[src/rtl/mc_ctrl_if.sv]
// Control bundle between the multi-cycle sequencer and the MIPS datapath.
// The master side is the sequencer: it reads instruction fields and the
// zero flag, and drives every enable, select and status signal.
interface mc_ctrl_if #(
   parameter int CNT_W = 32
);
   logic [5:0]       OPCode;
   logic [5:0]       FUNCode;
   logic             Zero;
   logic             PCWr;
   logic             IRWr;
   logic             RWE;
   logic             DWE;
   logic [1:0]       NPCOp;
   logic [1:0]       WAOp;
   logic [1:0]       WDOp;
   logic [1:0]       EXTOp;
   logic             ALUBOp;
   logic [1:0]       ALUOp;
   logic [2:0]       State;
   logic             Retire;
   logic             Illegal;
   logic [CNT_W-1:0] RetCnt;

   modport master (
      input  OPCode, FUNCode, Zero,
      output PCWr, IRWr, RWE, DWE, NPCOp, WAOp, WDOp, EXTOp, ALUBOp, ALUOp,
             State, Retire, Illegal, RetCnt
   );

   modport slave (
      output OPCode, FUNCode, Zero,
      input  PCWr, IRWr, RWE, DWE, NPCOp, WAOp, WDOp, EXTOp, ALUBOp, ALUOp,
             State, Retire, Illegal, RetCnt
   );
endinterface

[src/rtl/mc_ctrl.sv]
// Multi-cycle sequencing controller for the MIPS datapath.
// Steps each instruction through FETCH/DECODE/EXECUTE/MEMORY/WRITEBACK,
// latches an instruction class at the end of DECODE so later states never
// depend on the live IR fields, counts retired instructions and flags
// unsupported encodings. Enables are gated low for as long as reset is high.
module mc_ctrl #(
   parameter int CNT_W = 32
) (
   input  logic      clk,
   input  logic      reset,
   mc_ctrl_if.master bus
);

   typedef enum logic [2:0] {
      FETCH     = 3'd0,
      DECODE    = 3'd1,
      EXECUTE   = 3'd2,
      MEMORY    = 3'd3,
      WRITEBACK = 3'd4
   } state_t;

   typedef enum logic [3:0] {
      C_NOP  = 4'd0,
      C_ADDU = 4'd1,
      C_SUBU = 4'd2,
      C_ORI  = 4'd3,
      C_LUI  = 4'd4,
      C_LW   = 4'd5,
      C_SW   = 4'd6,
      C_BEQ  = 4'd7,
      C_J    = 4'd8,
      C_JAL  = 4'd9,
      C_JR   = 4'd10,
      C_ILL  = 4'd11
   } cls_t;

   state_t           state_r;
   cls_t             cls_r;
   logic [CNT_W-1:0] cnt_r;

   cls_t             dec_s;
   logic             pcwr_s;
   logic             irwr_s;
   logic             rwe_s;
   logic             dwe_s;
   logic [1:0]       npcop_s;
   logic [1:0]       waop_s;
   logic [1:0]       wdop_s;
   logic [1:0]       extop_s;
   logic             alubop_s;
   logic [1:0]       aluop_s;
   logic             retire_s;
   logic             illegal_s;

   // Classify the live IR fields; only meaningful while in DECODE.
   always_comb begin
      dec_s = C_ILL;
      case (bus.OPCode)
         6'b000000: begin
            case (bus.FUNCode)
               6'b100001: dec_s = C_ADDU;
               6'b100011: dec_s = C_SUBU;
               6'b001000: dec_s = C_JR;
               6'b000000: dec_s = C_NOP;
               default:   dec_s = C_ILL;
            endcase
         end
         6'b001101: dec_s = C_ORI;
         6'b001111: dec_s = C_LUI;
         6'b100011: dec_s = C_LW;
         6'b101011: dec_s = C_SW;
         6'b000100: dec_s = C_BEQ;
         6'b000010: dec_s = C_J;
         6'b000011: dec_s = C_JAL;
         default:   dec_s = C_ILL;
      endcase
   end

   // Sequencer state, latched instruction class and retired-instruction counter.
   always_ff @(posedge clk or posedge reset) begin
      if (reset) begin
         state_r <= FETCH;
         cls_r   <= C_NOP;
         cnt_r   <= {CNT_W{1'b0}};
      end else begin
         if (retire_s) begin
            cnt_r <= cnt_r + {{(CNT_W-1){1'b0}}, 1'b1};
         end else begin
            cnt_r <= cnt_r;
         end
         case (state_r)
            FETCH: state_r <= DECODE;
            DECODE: begin
               cls_r <= dec_s;
               case (dec_s)
                  C_ADDU, C_SUBU, C_ORI, C_LUI,
                  C_LW, C_SW, C_BEQ:   state_r <= EXECUTE;
                  C_JAL:               state_r <= WRITEBACK;
                  default:             state_r <= FETCH;
               endcase
            end
            EXECUTE: begin
               case (cls_r)
                  C_LW, C_SW:                    state_r <= MEMORY;
                  C_ADDU, C_SUBU, C_ORI, C_LUI:  state_r <= WRITEBACK;
                  default:                       state_r <= FETCH;
               endcase
            end
            MEMORY: begin
               case (cls_r)
                  C_LW:    state_r <= WRITEBACK;
                  default: state_r <= FETCH;
               endcase
            end
            WRITEBACK: state_r <= FETCH;
            default:   state_r <= FETCH;
         endcase
      end
   end

   // Per-state enables and selects; everything idles at 0 while reset is high.
   always_comb begin
      pcwr_s    = 1'b0;
      irwr_s    = 1'b0;
      rwe_s     = 1'b0;
      dwe_s     = 1'b0;
      npcop_s   = 2'b00;
      waop_s    = 2'b00;
      wdop_s    = 2'b00;
      extop_s   = 2'b00;
      alubop_s  = 1'b0;
      aluop_s   = 2'b00;
      retire_s  = 1'b0;
      illegal_s = 1'b0;
      if (reset) begin
         pcwr_s = 1'b0;
         irwr_s = 1'b0;
      end else begin
         case (state_r)
            FETCH: begin
               irwr_s = 1'b1;
               pcwr_s = 1'b1;
            end
            DECODE: begin
               case (dec_s)
                  C_J: begin
                     pcwr_s   = 1'b1;
                     npcop_s  = 2'b10;
                     retire_s = 1'b1;
                  end
                  C_JAL: begin
                     pcwr_s  = 1'b1;
                     npcop_s = 2'b10;
                  end
                  C_JR: begin
                     pcwr_s   = 1'b1;
                     npcop_s  = 2'b11;
                     retire_s = 1'b1;
                  end
                  C_NOP: retire_s = 1'b1;
                  C_ILL: begin
                     illegal_s = 1'b1;
                     retire_s  = 1'b1;
                  end
                  default: retire_s = 1'b0;
               endcase
            end
            EXECUTE: begin
               case (cls_r)
                  C_ADDU: aluop_s = 2'b00;
                  C_SUBU: aluop_s = 2'b01;
                  C_ORI: begin
                     aluop_s  = 2'b10;
                     alubop_s = 1'b1;
                  end
                  C_LUI: begin
                     aluop_s  = 2'b11;
                     alubop_s = 1'b1;
                  end
                  C_LW, C_SW: begin
                     alubop_s = 1'b1;
                     extop_s  = 2'b01;
                  end
                  C_BEQ: begin
                     aluop_s  = 2'b01;
                     extop_s  = 2'b01;
                     npcop_s  = 2'b01;
                     pcwr_s   = bus.Zero;
                     retire_s = 1'b1;
                  end
                  default: aluop_s = 2'b00;
               endcase
            end
            MEMORY: begin
               if (cls_r == C_SW) begin
                  dwe_s    = 1'b1;
                  retire_s = 1'b1;
               end else begin
                  dwe_s = 1'b0;
               end
            end
            WRITEBACK: begin
               rwe_s    = 1'b1;
               retire_s = 1'b1;
               case (cls_r)
                  C_ADDU, C_SUBU: waop_s = 2'b01;
                  C_LW:           wdop_s = 2'b01;
                  C_JAL: begin
                     waop_s = 2'b10;
                     wdop_s = 2'b10;
                  end
                  default: waop_s = 2'b00;
               endcase
            end
            default: retire_s = 1'b0;
         endcase
      end
   end

   assign bus.PCWr    = pcwr_s;
   assign bus.IRWr    = irwr_s;
   assign bus.RWE     = rwe_s;
   assign bus.DWE     = dwe_s;
   assign bus.NPCOp   = npcop_s;
   assign bus.WAOp    = waop_s;
   assign bus.WDOp    = wdop_s;
   assign bus.EXTOp   = extop_s;
   assign bus.ALUBOp  = alubop_s;
   assign bus.ALUOp   = aluop_s;
   assign bus.State   = state_r;
   assign bus.Retire  = retire_s;
   assign bus.Illegal = illegal_s;
   assign bus.RetCnt  = cnt_r;

endmodule
[src/flat_wrapper.sv]
// flat-port wrapper written by rule: the top's interface ports become plain ports
module mc_ctrl_flat 
#(
   parameter int CNT_W = 32
)
  (clk, reset, bus_OPCode, bus_FUNCode, bus_Zero, bus_PCWr, bus_IRWr, bus_RWE, bus_DWE, bus_NPCOp, bus_WAOp, bus_WDOp, bus_EXTOp, bus_ALUBOp, bus_ALUOp, bus_State, bus_Retire, bus_Illegal, bus_RetCnt);
  mc_ctrl_if #(.CNT_W(CNT_W)) bus_i ();
  input  logic clk;
  input  logic reset;
  input wire logic [$bits(bus_i.OPCode)-1:0] bus_OPCode;
  input wire logic [$bits(bus_i.FUNCode)-1:0] bus_FUNCode;
  input wire logic [$bits(bus_i.Zero)-1:0] bus_Zero;
  output wire logic [$bits(bus_i.PCWr)-1:0] bus_PCWr;
  output wire logic [$bits(bus_i.IRWr)-1:0] bus_IRWr;
  output wire logic [$bits(bus_i.RWE)-1:0] bus_RWE;
  output wire logic [$bits(bus_i.DWE)-1:0] bus_DWE;
  output wire logic [$bits(bus_i.NPCOp)-1:0] bus_NPCOp;
  output wire logic [$bits(bus_i.WAOp)-1:0] bus_WAOp;
  output wire logic [$bits(bus_i.WDOp)-1:0] bus_WDOp;
  output wire logic [$bits(bus_i.EXTOp)-1:0] bus_EXTOp;
  output wire logic [$bits(bus_i.ALUBOp)-1:0] bus_ALUBOp;
  output wire logic [$bits(bus_i.ALUOp)-1:0] bus_ALUOp;
  output wire logic [$bits(bus_i.State)-1:0] bus_State;
  output wire logic [$bits(bus_i.Retire)-1:0] bus_Retire;
  output wire logic [$bits(bus_i.Illegal)-1:0] bus_Illegal;
  output wire logic [$bits(bus_i.RetCnt)-1:0] bus_RetCnt;
  assign bus_i.OPCode = bus_OPCode;
  assign bus_i.FUNCode = bus_FUNCode;
  assign bus_i.Zero = bus_Zero;
  assign bus_PCWr = bus_i.PCWr;
  assign bus_IRWr = bus_i.IRWr;
  assign bus_RWE = bus_i.RWE;
  assign bus_DWE = bus_i.DWE;
  assign bus_NPCOp = bus_i.NPCOp;
  assign bus_WAOp = bus_i.WAOp;
  assign bus_WDOp = bus_i.WDOp;
  assign bus_EXTOp = bus_i.EXTOp;
  assign bus_ALUBOp = bus_i.ALUBOp;
  assign bus_ALUOp = bus_i.ALUOp;
  assign bus_State = bus_i.State;
  assign bus_Retire = bus_i.Retire;
  assign bus_Illegal = bus_i.Illegal;
  assign bus_RetCnt = bus_i.RetCnt;
  mc_ctrl #(.CNT_W(CNT_W)) u_core (.clk(clk), .reset(reset), .bus(bus_i));
endmodule
[config.mk]
export PLATFORM = sky130hd
export DESIGN_NAME = mc_ctrl_flat
export DESIGN_NICKNAME = d
export VERILOG_FILES = /design/src/rtl/mc_ctrl_if.sv /design/src/rtl/mc_ctrl.sv /design/src/flat_wrapper.sv
export SDC_FILE = /design/constraint.sdc
export NUM_CORES = 1
export LEC_CHECK = 0
export BUFFER_PORTS_ARGS = -buffer_cell sky130_fd_sc_hd__buf_2
export CAP_MARGIN = 20
export CORE_AREA = 2 2 69 71
export CTS_BUF_LIST = sky130_fd_sc_hd__clkbuf_4
export DETAILED_ROUTE_END_ITERATION = 6
export DIE_AREA = 0 0 71 73
export GPL_TIMING_DRIVEN = 0
export PLACE_DENSITY = 0.81
export RECOVER_POWER = 25
export SYNTH_ARGS = -nofsm -noshare
export SYNTH_HDL_FRONTEND = slang
export SYNTH_SLANG_ARGS = --single-unit
[constraint.sdc]
create_clock -name clk -period 3.05 [get_ports clk]
set_clock_uncertainty 0.15 [all_clocks]
set_input_delay 0.4575 -clock clk [delete_from_list [all_inputs] [get_ports clk]]
set_output_delay 0.4575 -clock clk [all_outputs]
set_load 0.01 [all_outputs]
==> Yosys cells after proc, flatten, opt, wreduce, memory -nomap -nowiden <==
Memory sizes are Yosys's and may differ from the RTL's.
Cells that the tools add are included.
{ "totals": {"reg_bits": 39, "mem_bits_ro": 32, "n_memories": 1, "wordCells": 86} }
{ "memory_table": {"columns": ["name", "words", "width", "read_ports", "rd_ports_with_merged_regs", "wr", "line_no", "rtl"], "rows": [
  ["(name not given)", 16, 2, 1, 0, 0, "mc_ctrl.sv:95", "case (dec_s)"]
]} }
{ "classes": {"eq_ne": 26, "muxes": 42, "n_reduce_logical": 13, "n_addsub": 1} }
{ "op_table": {"columns": ["cell", "n"], "rows": [
  ["32-bit by 1-bit adder with 32-bit output (second input constant)", 1],
  ["4-bit one-hot mux with 8 select lines", 1],
  ["6-bit == test (second input constant)", 4],
  ["1-bit 2-to-1 mux", 21],
  ["4-bit == test (second input constant)", 5],
  ["6-bit by 4-bit == test with 1-bit output (second input constant)", 3],
  ["2-bit 2-to-1 mux", 9],
  ["4-bit by 3-bit == test with 1-bit output (second input constant)", 4],
  ["2-bit one-hot mux with 2 select lines", 4],
  ["4-bit one-hot mux with 4 select lines", 1],
  ["6-bit by 2-bit == test with 1-bit output (second input constant)", 2],
  ["6-bit zero test", 2],
  ["3-bit one-hot mux with 4 select lines", 1],
  ["4-bit OR reduction", 3],
  ["4-bit by 2-bit == test with 1-bit output (second input constant)", 2],
  ["2-bit OR reduction", 4],
  ["3-bit by 2-bit == test with 1-bit output (second input constant)", 2],
  ["6-bit by 3-bit == test with 1-bit output (second input constant)", 1],
  ["2-bit one-hot mux with 3 select lines", 1],
  ["3-bit one-hot mux with 2 select lines", 1],
  ["3-bit OR reduction", 2],
  ["4-bit by 1-bit == test with 1-bit output (second input constant)", 1],
  ["4-bit zero test", 1],
  ["1-bit one-hot mux with 4 select lines", 1],
  ["5 further kinds", 5]
]} }

==> Depth between registers and ports, before layout <==
{ "logic_depth": {"ltp_word": 8, "mapped_depth": 10, "depth_no_buf": 8} }

==> Worst setup path after synthesis <==
Ideal clock, no wire load.
{ "synth_path": {"path_kind": "in2out", "from": "input port bus_FUNCode[2]", "to": "output port bus_PCWr", "path_slack_ns": -0.282, "path_stages": 6, "arrival_ns": 2.724, "path_cell_list": "or3_1 > or3_1 > a32oi_1 > nand3_1 > a2111oi_0 > a311o_1"} }
{ "synth_via": {"elab_chain_cells": 8, "word_cells_on_any_way": 13, "cone_classes": "eq/ne: 6; mux: 5; reduce/logical: 2"} }
{ "synth_lines": {"columns": ["element", "line_no", "rtl"], "rows": [
  ["start: declaration", "flat_wrapper.sv:11", "input wire logic [$bits(bus_i.FUNCode)-1:0] bus_FUNCode;"],
  ["6-bit by 4-bit == test with 1-bit output, or another cell as far along", "mc_ctrl.sv:60", "case (bus.FUNCode)"],
  ["4-bit one-hot mux with 4 select lines *", "mc_ctrl.sv:60", null],
  ["4-bit one-hot mux with 8 select lines *", "mc_ctrl.sv:58", "case (bus.OPCode)"],
  ["4-bit == test", "mc_ctrl.sv:145", "case (dec_s)"],
  ["3-bit OR reduction (no source line) *", null, null],
  ["1-bit 2-to-1 mux *", "mc_ctrl.sv:145", null],
  ["1-bit one-hot mux with 3 select lines *", "mc_ctrl.sv:139", "case (state_r)"],
  ["1-bit 2-to-1 mux *", "mc_ctrl.sv:135", "if (reset) begin"],
  ["end: declaration", "flat_wrapper.sv:13", "output wire logic [$bits(bus_i.PCWr)-1:0] bus_PCWr;"]
]} }
Every way passes the cells marked *; elsewhere a longest branch is shown, timed or not.

==> Final worst setup path <==
{ "layout_path": {"from": "input port bus_OPCode[3]", "to": "output port bus_PCWr"} }
{ "layout_via": {"elab_chain_cells": 7, "word_cells_on_any_way": 16, "cone_classes": "eq/ne: 10; mux: 4; reduce/logical: 2"} }
{ "layout_lines": {"columns": ["element", "line_no", "rtl"], "rows": [
  ["start: declaration", "flat_wrapper.sv:10", "input wire logic [$bits(bus_i.OPCode)-1:0] bus_OPCode;"],
  ["6-bit by 2-bit == test with 1-bit output, or another cell as far along", "mc_ctrl.sv:58", null],
  ["4-bit one-hot mux with 8 select lines *", "mc_ctrl.sv:58", null],
  ["4-bit == test", "mc_ctrl.sv:145", null],
  ["3-bit OR reduction (no source line) *", null, null],
  ["1-bit 2-to-1 mux *", "mc_ctrl.sv:145", null],
  ["1-bit one-hot mux with 3 select lines *", "mc_ctrl.sv:139", null],
  ["1-bit 2-to-1 mux *", "mc_ctrl.sv:135", null]
]} }
Marked as above.

==> results_dict.tcl <==
set metrics [dict create \
    outcome "finished, final reports clean" \
    synth_seq_cells 39 \
    p_total_uw 1590 \
    tightest_slew_ps 814.0 \
    cts_max_path_buffers 2 \
    synth_edf_count 0 \
    design.core.area_um2 4536 \
    fp.dieH_um 73 \
    remaining_drc_errors 0 \
    synthTopCellsByCount "dfrtp_1, nor2_1, xor2_1" \
    io_pins 67 \
    nNetsFinal 351 \
    r2r_setup_slack_ps 320 \
    syn_area_um2 2335 \
    max_freq_mhz 330.4 \
    synth-seq-area-share_pct 41.80 \
    ys.flop_type "dfrtp_1" \
    cts_root_buffer "clkbuf_4" \
    antenna_found_initial 0 \
    wl_per_cell_um 14.02 \
    synth_nets 271 \
    yosys_warnings 0 \
    synth_top_area_share_pct 41.80 \
    maxSlewViolCount 0 \
    cts-htree-levels 2 \
    finalSetupViolations 0 \
    syn_inst 255 \
    fp.dieW_um 71 \
    cp.arrival_ps 2420 \
    numCtsBuffers 5 \
    cts_hold_buf 0 \
    crit_path_end_kind "primary output" \
    final_cell_area_um2 2993 \
    ys_async_sr_fraction_pct 100.0 \
    grt_first_pass_wirelength_mm 8.942 \
    synth.most_common_cell "dfrtp_1" \
    grt_pass1_vias 1972 \
    globalRouteTotalUtil_pct 21.47 \
    syn_avg_cell_area_um2 9.156 \
    period_share_pct 99.22 \
    drv_cap 0 \
    wl_mm 5.467 \
    hpwl_mm 3.912 \
    portBuffers 64 \
    grt_overflow 0 \
    drtIter0Drc 98 \
    whs_ps 326.5 \
    crit_type "input port to primary output" \
    placed_cell_area_um2 2729 \
    cts_tree "yes" \
    dr.pass1.iters 4 \
    routabilityCongestion 0.8743 \
    start_util_pct 51.48 \
    dieArea_um2 5183 \
    p_leak_uw 0.001306 \
    via_per_inst 5.631 \
    relSlewSlack_pct 45.65 \
    hold_class "register to register" \
    antenna_left 0 \
    clk_latency_ps 340 \
    clk_pin_slew_ps 110 \
    cts_sinks 39 \
    drive_above_1_share_pct 32.14 \
    rsz0062_at_grt "true" \
    p_per_area_nw_per_um2 531.2 \
    area_growth_pct 28.19 \
    rows 25 \
    required_ps 2440 \
    num_vias 2196 \
    finalCriticalPeriod_ps 3026 \
    antenna_cells 0 \
    cp_max_fo 6 \
    cp-start-kind "input port" \
    synth_area_leaders "dfrtp_1, xor2_1, nor2_1, nand2_1, nor4b_1" \
    grt_start_max_net_pins 41 \
    yosysUniqueCellTypes 51 \
    synth_largest_area_cell "dfrtp_1" \
    hold_viol 0 \
    vdd_drop_max_mv 0.2884 \
]
[layout make-up]
type | instances | area (µm²)
tap | 54 | 67.56
multi-input combinational | 197 | 1371
sequential | 39 | 975.9
fill | 379 | 1543
buffer | 13 | 63.81
inverter | 6 | 27.53
clock inverter | 3 | 38.79
timing repair buffer | 73 | 410.4
clock buffer | 5 | 37.54
[repair_timing]
item / in CTS / in global routing
setup endpoints to repair: 3 / 4
buffers inserted: 4 / 5
gates resized for setup: 8 / 13
hold endpoints to repair: 0 / 0
pin swaps: 3 / 6
[placed cells by master, fill, tap and decap left out, types with 2 or more instances in the layout]
master / n
xnor2_1: 6
buf_4: 10
or3_1: 2
nand3b_1: 3
xor2_1: 30
a21o_1: 2
clkbuf_4: 5
nor4b_1: 6
nor2_1: 30
and3_1: 4
and4_1: 2
a21bo_2: 2
nand2b_1: 4
inv_1: 4
nand3_1: 12
nor3b_1: 4
dfrtp_1: 39
a21oi_1: 5
or2_2: 2
buf_2: 64
nand2_1: 27
nor4_1: 10
nand4_1: 2
nor4b_2: 4
nor3_1: 11
buf_6: 3
o31ai_1: 2
clkbuf_1: 8
or3_4: 2
[routing by layer]
metal	up-vias	routed length [µm]	track usage [%]	part of all wire, %
met2	82	2800	38.63	51
li1	1066	-	-	-
met4	0	74	6.289	1.4
met3	8	291	4.282	5.3
met1	1040	2300	26.15	42
met5	-	0	0	0
[path summary, 6_finish.rpt]
check,endpoint,cells after the start,startpoint
worst max-delay path,bus_PCWr,8,bus_OPCode[3]
worst min-delay path,u_core.bus.RetCnt[31],1,u_core.bus.RetCnt[31]
worst max register to register,u_core.bus.RetCnt[11],9,u_core.cls_r[3]
worst min register to register,u_core.bus.RetCnt[31],1,u_core.bus.RetCnt[31]
max in group asynchronous,u_core.bus.RetCnt[9],3,reset
min in group asynchronous,u_core.bus.RetCnt[26],3,reset
[sequential cells by signal, summed over array words and instances, names as in the netlist]
signal             flops
u_core.bus.RetCnt     32
u_core.cls_r           4
u_core.bus.State       3
[cells by family (layout without fill, tap and decap cells)]
group	count (synthesis)	in the layout	share of synthesized area [%]
XOR/XNOR	36	36	13.50
AO/OA/AOI/OAI	26	26	9.218
adder cells (fa/ha/maj)	1	1	0.5358
AND/OR/NAND/NOR	133	133	31.08
buffers and inverters	19	100	3.698
other	1	1	0.1606
flip-flops	39	39	41.80
[worst max-delay path, stage by stage]
cell,delay [ps]
buf_8,100
or4_4,570
or3_4,410
o221ai_4,210
buf_4,170
a2111oi_4,70
a311o_1,280
buf_2,140
[per-stage QoR]
step                      instances  setup slack [ps]  setup TNS [ps]  utilization [%]
after global placement          373            -173.0          -386.2            60.17
after global routing            390            -52.67          -141.6            65.99
after CTS                       385             40.33               0            63.92
after floorplan                 255             37.40               0                -
after detailed placement        373            -226.5          -751.4            60.17
final                           390             23.69               0            65.99
[power breakdown]
group          leakage, µW  switching, µW  internal, µW
Combinational     0.000810            344           238
Sequential        0.000453           80.1           589
Clock            0.0000426            169           169
Note: power is estimated with default switching activity, not from simulation.
